[src/rtl/arith_seq_if.sv]
// arith_seq_if: request/result handshake bundle between a requester and arith_seq.
interface arith_seq_if #(parameter int WIDTH = 4);
    logic               in_valid;
    logic               in_ready;
    logic [3:0]         op;
    logic [WIDTH-1:0]   a;
    logic [WIDTH-1:0]   b;
    logic               out_valid;
    logic               out_ready;
    logic [2*WIDTH-1:0] res;
    logic [5:0]         flags;
    logic [1:0]         err;
    modport master (output in_valid, op, a, b, out_ready, input in_ready, out_valid, res, flags, err);
    modport slave (input in_valid, op, a, b, out_ready, output in_ready, out_valid, res, flags, err);
endinterface

[src/rtl/arith_seq.sv]
// arith_seq: registered arithmetic/compare unit with an iterative restoring divider.
// Define ARITH_SEQ_REM_EN to return the division remainder in the upper result half.
module arith_seq #(
    parameter int WIDTH = 4
) (
    input logic        clk,
    input logic        rst_n,
    arith_seq_if.slave bus
);
    localparam int W2 = 2 * WIDTH;
`ifdef ARITH_SEQ_REM_EN
    localparam bit REM_EN = 1'b1;
`else
    localparam bit REM_EN = 1'b0;
`endif
    typedef enum logic [1:0] {IDLE, DIV, DONE} state_t;
    state_t           state_q, state_d;
    logic [WIDTH-1:0] a_q, a_d, b_q, b_d, quo_q, quo_d, rem_q, rem_d;
    logic [5:0]       cnt_q, cnt_d;
    logic [W2-1:0]    res_q, res_d;
    logic [5:0]       flags_q, flags_d;
    logic [1:0]       err_q, err_d;
    logic [WIDTH:0]   rem_sh;
    logic [WIDTH-1:0] rem_nx, quo_nx, bz_hi, div_hi;
    logic [W2-1:0]    ax, bx, alu;
    logic             fits;

    function automatic logic [5:0] flags_of(input logic [WIDTH-1:0] x, input logic [WIDTH-1:0] y);
        return {x > y, x >= y, x <= y, x < y, x != y, x == y};
    endfunction

    always_comb begin
        ax     = W2'(bus.a);
        bx     = W2'(bus.b);
        rem_sh = {rem_q, quo_q[WIDTH-1]};
        fits   = rem_sh >= {1'b0, b_q};
        rem_nx = fits ? WIDTH'(rem_sh - {1'b0, b_q}) : rem_sh[WIDTH-1:0];
        quo_nx = {quo_q[WIDTH-2:0], fits};
        bz_hi  = REM_EN ? bus.a : {WIDTH{1'b0}};
        div_hi = REM_EN ? rem_nx : {WIDTH{1'b0}};
        case (bus.op)
            4'd0:    alu = W2'(|bus.a && |bus.b);
            4'd1:    alu = W2'(|bus.a || |bus.b);
            4'd2:    alu = ax & bx;
            4'd3:    alu = ax | bx;
            4'd4:    alu = ax ^ bx;
            4'd5:    alu = ax + bx;
            4'd6:    alu = ax - bx;
            4'd7:    alu = ax * bx;
            4'd8:    alu = {bz_hi, {WIDTH{1'b1}}};  // only reached on divide-by-zero
            default: alu = '0;
        endcase
    end

    always_comb begin
        state_d = state_q;
        a_d     = a_q;
        b_d     = b_q;
        quo_d   = quo_q;
        rem_d   = rem_q;
        cnt_d   = cnt_q;
        res_d   = res_q;
        flags_d = flags_q;
        err_d   = err_q;
        if (state_q == IDLE && bus.in_valid) begin
            a_d   = bus.a;
            b_d   = bus.b;
            quo_d = bus.a;
            rem_d = '0;
            cnt_d = '0;
            if (bus.op == 4'd8 && bus.b != '0) begin
                state_d = DIV;
            end else begin
                state_d = DONE;
                res_d   = alu;
                flags_d = flags_of(bus.a, bus.b);
                err_d   = {bus.op > 4'd9, bus.op == 4'd8 && bus.b == '0};
            end
        end else if (state_q == DIV) begin
            quo_d = quo_nx;
            rem_d = rem_nx;
            cnt_d = cnt_q + 6'd1;
            if (cnt_q == 6'(WIDTH - 1)) begin
                state_d = DONE;
                res_d   = {div_hi, quo_nx};
                flags_d = flags_of(a_q, b_q);
                err_d   = '0;
            end
        end else if (state_q == DONE && bus.out_ready) begin
            state_d = IDLE;
        end
    end

    always_ff @(posedge clk or negedge rst_n) begin
        if (!rst_n) begin
            state_q <= IDLE;
            a_q     <= '0;
            b_q     <= '0;
            quo_q   <= '0;
            rem_q   <= '0;
            cnt_q   <= '0;
            res_q   <= '0;
            flags_q <= '0;
            err_q   <= '0;
        end else begin
            state_q <= state_d;
            a_q     <= a_d;
            b_q     <= b_d;
            quo_q   <= quo_d;
            rem_q   <= rem_d;
            cnt_q   <= cnt_d;
            res_q   <= res_d;
            flags_q <= flags_d;
            err_q   <= err_d;
        end
    end

    assign bus.in_ready  = state_q == IDLE;
    assign bus.out_valid = state_q == DONE;
    assign bus.res       = res_q;
    assign bus.flags     = flags_q;
    assign bus.err       = err_q;
endmodule

[src/flat_wrapper.sv]
// flat-port wrapper written by rule: the top's interface ports become plain ports
module arith_seq_flat 
#(
    parameter int WIDTH = 4
)
  (clk, rst_n, bus_in_valid, bus_op, bus_a, bus_b, bus_out_ready, bus_in_ready, bus_out_valid, bus_res, bus_flags, bus_err);
  arith_seq_if #(.WIDTH(WIDTH)) bus_i ();
  input logic clk;
  input logic rst_n;
  input wire logic [$bits(bus_i.in_valid)-1:0] bus_in_valid;
  input wire logic [$bits(bus_i.op)-1:0] bus_op;
  input wire logic [$bits(bus_i.a)-1:0] bus_a;
  input wire logic [$bits(bus_i.b)-1:0] bus_b;
  input wire logic [$bits(bus_i.out_ready)-1:0] bus_out_ready;
  output wire logic [$bits(bus_i.in_ready)-1:0] bus_in_ready;
  output wire logic [$bits(bus_i.out_valid)-1:0] bus_out_valid;
  output wire logic [$bits(bus_i.res)-1:0] bus_res;
  output wire logic [$bits(bus_i.flags)-1:0] bus_flags;
  output wire logic [$bits(bus_i.err)-1:0] bus_err;
  assign bus_i.in_valid = bus_in_valid;
  assign bus_i.op = bus_op;
  assign bus_i.a = bus_a;
  assign bus_i.b = bus_b;
  assign bus_i.out_ready = bus_out_ready;
  assign bus_in_ready = bus_i.in_ready;
  assign bus_out_valid = bus_i.out_valid;
  assign bus_res = bus_i.res;
  assign bus_flags = bus_i.flags;
  assign bus_err = bus_i.err;
  arith_seq #(.WIDTH(WIDTH)) u_core (.clk(clk), .rst_n(rst_n), .bus(bus_i));
endmodule
[config.mk]
export PLATFORM = sky130hd
export DESIGN_NAME = arith_seq_flat
export DESIGN_NICKNAME = d
export VERILOG_FILES = /design/src/rtl/arith_seq_if.sv /design/src/rtl/arith_seq.sv /design/src/flat_wrapper.sv
export SDC_FILE = /design/constraint.sdc
export NUM_CORES = 1
export LEC_CHECK = 0
export ABC_CLOCK_PERIOD_IN_PS = 2600
export BUFFER_PORTS_ARGS = -buffer_cell sky130_fd_sc_hd__buf_4
export CORE_ASPECT_RATIO = 0.6
export CORE_MARGIN = 2
export CORE_UTILIZATION = 50
export DETAILED_ROUTE_END_ITERATION = 8
export PLACE_DENSITY_LB_ADDON = 0.08
export SYNTH_ARGS = -nofsm -noshare
export SYNTH_HDL_FRONTEND = slang
export SYNTH_SLANG_ARGS = --single-unit
[constraint.sdc]
create_clock -name clk -period 2.6 [get_ports clk]
set_clock_uncertainty 0.05 [all_clocks]
set_input_delay 0.26 -clock clk [delete_from_list [all_inputs] [get_ports clk]]
set_output_delay 0.26 -clock clk [all_outputs]
set_load 0.01 [all_outputs]
# Yosys cells after proc, flatten, opt, wreduce, memory -nomap -nowiden
# Cells that the tools add are included.
# word_totals
ff_bits,40
word_cells,86
# classes
add_sub_neg,4
mul,1
order_cmp,10
eq_ne,17
muxes,25
n_bitwise,3
n_reduce_logical,17
# op_table
operator,n
case mux 8 bit (9 select lines),1
2-to-1 mux 6 bit,6
2-to-1 mux 8 bit,4
2-to-1 mux 4 bit,5
2-to-1 mux 2 bit,9
== test 4 x 3 -> 1 bit (second input constant),4
== test 4 x 2 -> 1 bit (second input constant),2
== test 4 bit,2
greater-or-equal comparator 4 bit,2
greater-than comparator 4 bit,2
<= comparator 4 bit,2
logical NOT 4 bit,2
< comparator 4 bit,2
multiplier 4 x 4 -> 8 bit,1
!= test 4 bit,2
OR reduction 4 bit,2
adder 6 x 1 -> 6 bit (second input constant),1
== test 6 x 2 -> 1 bit (second input constant),1
adder 4 x 4 -> 5 bit,1
greater-or-equal comparator 5 x 4 -> 1 bit,1
logical AND 1 bit,5
subtractor 4 x 4 -> 5 bit,1
AND 4 bit,1
== test 4 x 1 -> 1 bit (second input constant),1
other kinds (16),17

# Logic depth before layout (Yosys ltp)
# depth
word_depth,5
depth_mapped,12

# Worst setup path before layout
# OpenSTA, ideal clock, no wires.
# synth_timing
path_kind,input -> register
startpoint,input port bus_a[0]
endpoint,register u_core.res_q[3] (netlist: u_core.bus.res[3])
setup_ns,0.137
arrival_ns,2.765
required_time_ns,2.413
setup_slack_ns,-0.353
cell_stages,11
n_path_buf,0
cell_sequence,nand2_1 fa_1 inv_1 fa_1 inv_1 fa_1 and3b_1 o21ai_0 o311ai_0 a221oi_1 o221ai_1
# synth_via
elab_chain_len,4
elab_cells_between_ends,6
cone_classes,add/sub: 2; mul: 1; mux: 3
# synth_lines
item,line_no,rtl
"start, declared",flat_wrapper.sv:12,input wire logic [$bits(bus_i.a)-1:0] bus_a;
multiplier 4 x 4 -> 8 bit (tied with other cells),arith_seq.sv:49,4'd7: alu = ax * bx;
case mux 8 bit (9 select lines) *,arith_seq.sv:41,case (bus.op)
2-to-1 mux 8 bit *,arith_seq.sv:71,if (bus.op == 4'd8 && bus.b != '0) begin
2-to-1 mux 8 bit *,arith_seq.sv:65,if (state_q == IDLE && bus.in_valid) begin
"end signal, assigned",arith_seq.sv:112,res_q <= res_d;
"end, declared",arith_seq.sv:20,"logic [W2-1:0] res_q, res_d;"
# Every way passes the cells marked *; elsewhere a longest branch is shown, timed or not. The select of a mux whose other input is x is not followed.
# A chain may end at the register's enable or synchronous reset.

# Worst setup path after layout
# layout_timing
startpoint,input port bus_b[1]
endpoint,register u_core.res_q[3] (netlist: u_core.bus.res[3])
# layout_via
elab_chain_len,4
elab_cells_between_ends,10
cone_classes,add/sub: 2; mul: 1; eq/ne: 1; mux: 3; reduce/logical: 3
# layout_lines
item,line_no,rtl
"start, declared",flat_wrapper.sv:13,input wire logic [$bits(bus_i.b)-1:0] bus_b;
multiplier 4 x 4 -> 8 bit (tied with other cells),arith_seq.sv:49,
case mux 8 bit (9 select lines) / logical AND 1 bit (equally long branches),"arith_seq.sv:41, arith_seq.sv:71",
2-to-1 mux 8 bit / != test 2 bit (equally long branches),n/a,
2-to-1 mux 8 bit / AND reduction 3 bit (equally long branches),n/a,
# Several ways; a longest one is shown, not always the timed one. The select of a mux whose other input is x is not followed.

==> results.sh <==
export IMPL_highest_layer="met4"
export IMPL_r2r_start="u_core.b_q[1]$_DFFE_PN0P_"
export IMPL_grt_setup_unrepaired="yes"
export IMPL_grt_overflow=0
export IMPL_arrival_ps=2850
export IMPL_vias=2658
export IMPL_hpwl_mm=5.82
export IMPL_clk_pin_slew_ps=80
export IMPL_slew_headroom_pct=57.8
export IMPL_syn_area_sq_mm=0.00304
export IMPL_setup_violations=2
export IMPL_grt_start_max_net_pins=41
export IMPL_setup_ws_ps=-131
export IMPL_hp_class="in -> reg"
export IMPL_fmax_ghz=0.366
export IMPL_cp_required_ps=2720
export IMPL_die_area_sq_mm=0.00674
export IMPL_fin_crit_sh_pct=105
export IMPL_track_usage_pct=24.7
export IMPL_layout_min_cycle_time_ps=2730
export IMPL_ys_ff_latch=40
export IMPL_tritoncts="yes"
export IMPL_violations="negative setup slack"
export IMPL_grt_pass1_vias=2559
export IMPL_synthToLayoutAreaGrowth_pct=23.2
export IMPL_rows=21
export IMPL_io_pin_count=34
export IMPL_io_buffers=33
export IMPL_die_h_um=64.4
export IMPL_syn_num_nets=393
export IMPL_r2r_slack_ps=460
export IMPL_r2r_end="u_core.rem_q[0]$_DFFE_PN0P_"
export IMPL_synth_avg_cell_area_sq_um=9.03
export IMPL_post_synth_top_count_cell="nand2_1"
export IMPL_fin_nets=453
export IMPL_worstSetupPathType="in -> reg"
export IMPL_critPathSlowestCell="fa_1"
export IMPL_htreeDepth=2
export IMPL_postRouteAntennaNets=0
export IMPL_clock_latency_ps=300
export IMPL_synthTopCellsByCount="nand2_1 (42), dfrtp_1 (40), ha_1 (33)"
export IMPL_grt_pass1_wl_mm=13.0
export IMPL_die_width_um=105
export IMPL_synth_top_area_share_pct=32.9
export IMPL_cts_buffer_depth=2
export IMPL_drt_first_pass_iters=8
export IMPL_root_buffer="clkbuf_8"
export IMPL_drt_vias_per_instance=5.57
export IMPL_crit_fanout=3
export IMPL_drive_above_1_share_pct=25.4
export IMPL_wl_met2_mm=2.83
export IMPL_gp_congestion=0.903
export IMPL_setup_worst_path_end_class="flop"
export IMPL_core_area_sq_mm=0.00573
export IMPL_drc=0
export IMPL_finalWirelength_mm=7.47
export IMPL_irDropWorstVdd_mv=0.539
export IMPL_netlist_instances=337
export IMPL_cp_common_cell="ha_1"
export IMPL_wl_met1_mm=4.09
export IMPL_power_density_mw_per_mm2=836
export IMPL_startpoint_type="primary input"
export IMPL_ys_flop_type="dfrtp_1"
export IMPL_wl_per_cell_um=15.7
export IMPL_grt_antenna_before_repair=0
export IMPL_clock_sinks=40
export IMPL_tightest_slew_ps=630
export IMPL_slew_violations=0
export IMPL_ys_top_cells_by_area="dfrtp_1 (33%), ha_1 (14%), nand2_1 (5.2%)"
export IMPL_synth_edf_count=0
export IMPL_seq_area_frac_synth_pct=32.9
export IMPL_hold_start="bus_out_ready"
export IMPL_numCtsBuffers=5
export IMPL_crit_start="bus_b[1]"
export IMPL_synth_largest_area_cell="dfrtp_1"
export IMPL_whs_ps=223
export IMPL_ys_types=58
export IMPL_drtIter0Drc=209
export IMPL_crit_end="u_core.bus.res[3]$_DFFE_PN0P_"
export IMPL_diodes=0
export IMPL_cpPeakStageDelay_ps=520
export IMPL_drv_cap=0
export IMPL_wl_met3_um=476
export IMPL_final_util_pct=65.4
export IMPL_status="finished with violations"
export IMPL_cp_cell_sequence="buf_8, buf_4, ha_1, ha_1, ha_1, ha_1, inv_1, fa_1, and3b_1, o21ai_2, o311ai_1, a221oi_1, o221ai_1"
export IMPL_yosysWarnings=0
export IMPL_synthArstFlopShare_pct=100
export IMPL_r2r_cells=7
export IMPL_initial_utilization_pct=53.1
export IMPL_hold_viol_final=0
export IMPL_p_leak_nw=1.84
placed cells by master (no fill, tap or decap), types with 4 or more instances in the layout:
master / netlist / final
buf_4: 2 / 65
o21ai_0: 27 / 25
a31oi_1: 4 / 4
nand3_1: 11 / 11
a21oi_2: 1 / 4
clkbuf_8: 0 / 5
ha_1: 33 / 31
inv_1: 32 / 31
nand2_1: 42 / 40
nor2_1: 21 / 20
fa_1: 7 / 7
a21o_1: 8 / 8
xor2_1: 6 / 5
nand4_1: 5 / 5
dfrtp_1: 40 / 40
nor2b_1: 6 / 6
a21oi_1: 14 / 11
what timing repair did:
action,4_1_cts,5_1_grt
endpoints found under the hold margin,40,0
endpoints found under the setup margin,3,5
hold buffers,1,0
pin swaps,8,3
resized for setup,8,9
cloned,0,0
buffers inserted,1,1
worst max-delay path, delay by kind of cell:
| kind | cells | cell delay (ps) |
|---|---|---|
| buf+inv | 3 | 290 |
| fa+ha+maj | 5 | 1490 |
| compound gates | 4 | 620 |
| simple gates | 1 | 180 |
report_power, final:
group / switching, mW / total, mW / internal [mW]
combinational: 0.923 / 1.70 / 0.777
sequential: 0.168 / 1.03 / 0.864
clock: 0.221 / 0.402 / 0.182
metal layers:
| layer | global-route usage (%) | vias up |
|---|---|---|
| li1 | - | 1309 |
| met1 | 40.1 | 1243 |
| met2 | 32.9 | 97 |
| met3 | 4.33 | 9 |
| met4 | 6.33 | 0 |
| met5 | 0 | - |
state kept, by name (all words and copies together), names as in the netlist:
name              cells
u_core.bus.err        2
u_core.quo_q          4
u_core.a_q            4
u_core.state_q        2
u_core.rem_q          4
u_core.cnt_q          6
u_core.b_q            4
u_core.bus.res        8
u_core.bus.flags      6
kinds of logic after synthesis:
logic type / synth area share [%]
buffers and inverters: 6.66
multiplexers: 1.77
XOR/XNOR: 2.88
AND/OR/NAND/NOR: 17.0
adder cells (fa/ha/maj): 18.5
flip-flops: 32.9
AO/OA/AOI/OAI: 20.2
worst min-delay path by stage:
stage                                    endpoint  slack (ps)  depth (start not counted)
CTS                 u_core.state_q[1]$_DFFE_PN0P_         220                          3
floorplan               u_core.a_q[0]$_DFFE_PN0P_         -90                          0
finish              u_core.state_q[1]$_DFFE_PN0P_         220                          3
detailed placement      u_core.b_q[3]$_DFFE_PN0P_         220                          1
global placement        u_core.b_q[1]$_DFFE_PN0P_         220                          1
global route        u_core.state_q[1]$_DFFE_PN0P_         250                          3
metrics by stage:
stage / total power [mW] / worst slack, ps / cell area, sq um / instances / setup TNS [ps]
finish: 3.13 / -131 / 3750 / 477 / -185
CTS: 3.11 / -110 / 3690 / 476 / -198
global placement: 2.66 / -468 / 3570 / 467 / -1570
detailed placement: 2.70 / -489 / 3570 / 467 / -1710
floorplan: 2.12 / -180 / 3060 / 337 / -180
global route: 3.42 / -238 / 3750 / 477 / -520
cell type report:
cell class / count / area [sq um]
tap: 80 / 100
sequential: 40 / 1000
multi-input combinational: 250 / 1920
fill: 506 / 1980
inverter: 32 / 120
timing repair buffer: 68 / 528
clock inverter: 2 / 12.5
clock buffer: 5 / 68.8
(Power assumes the default switching activity.)
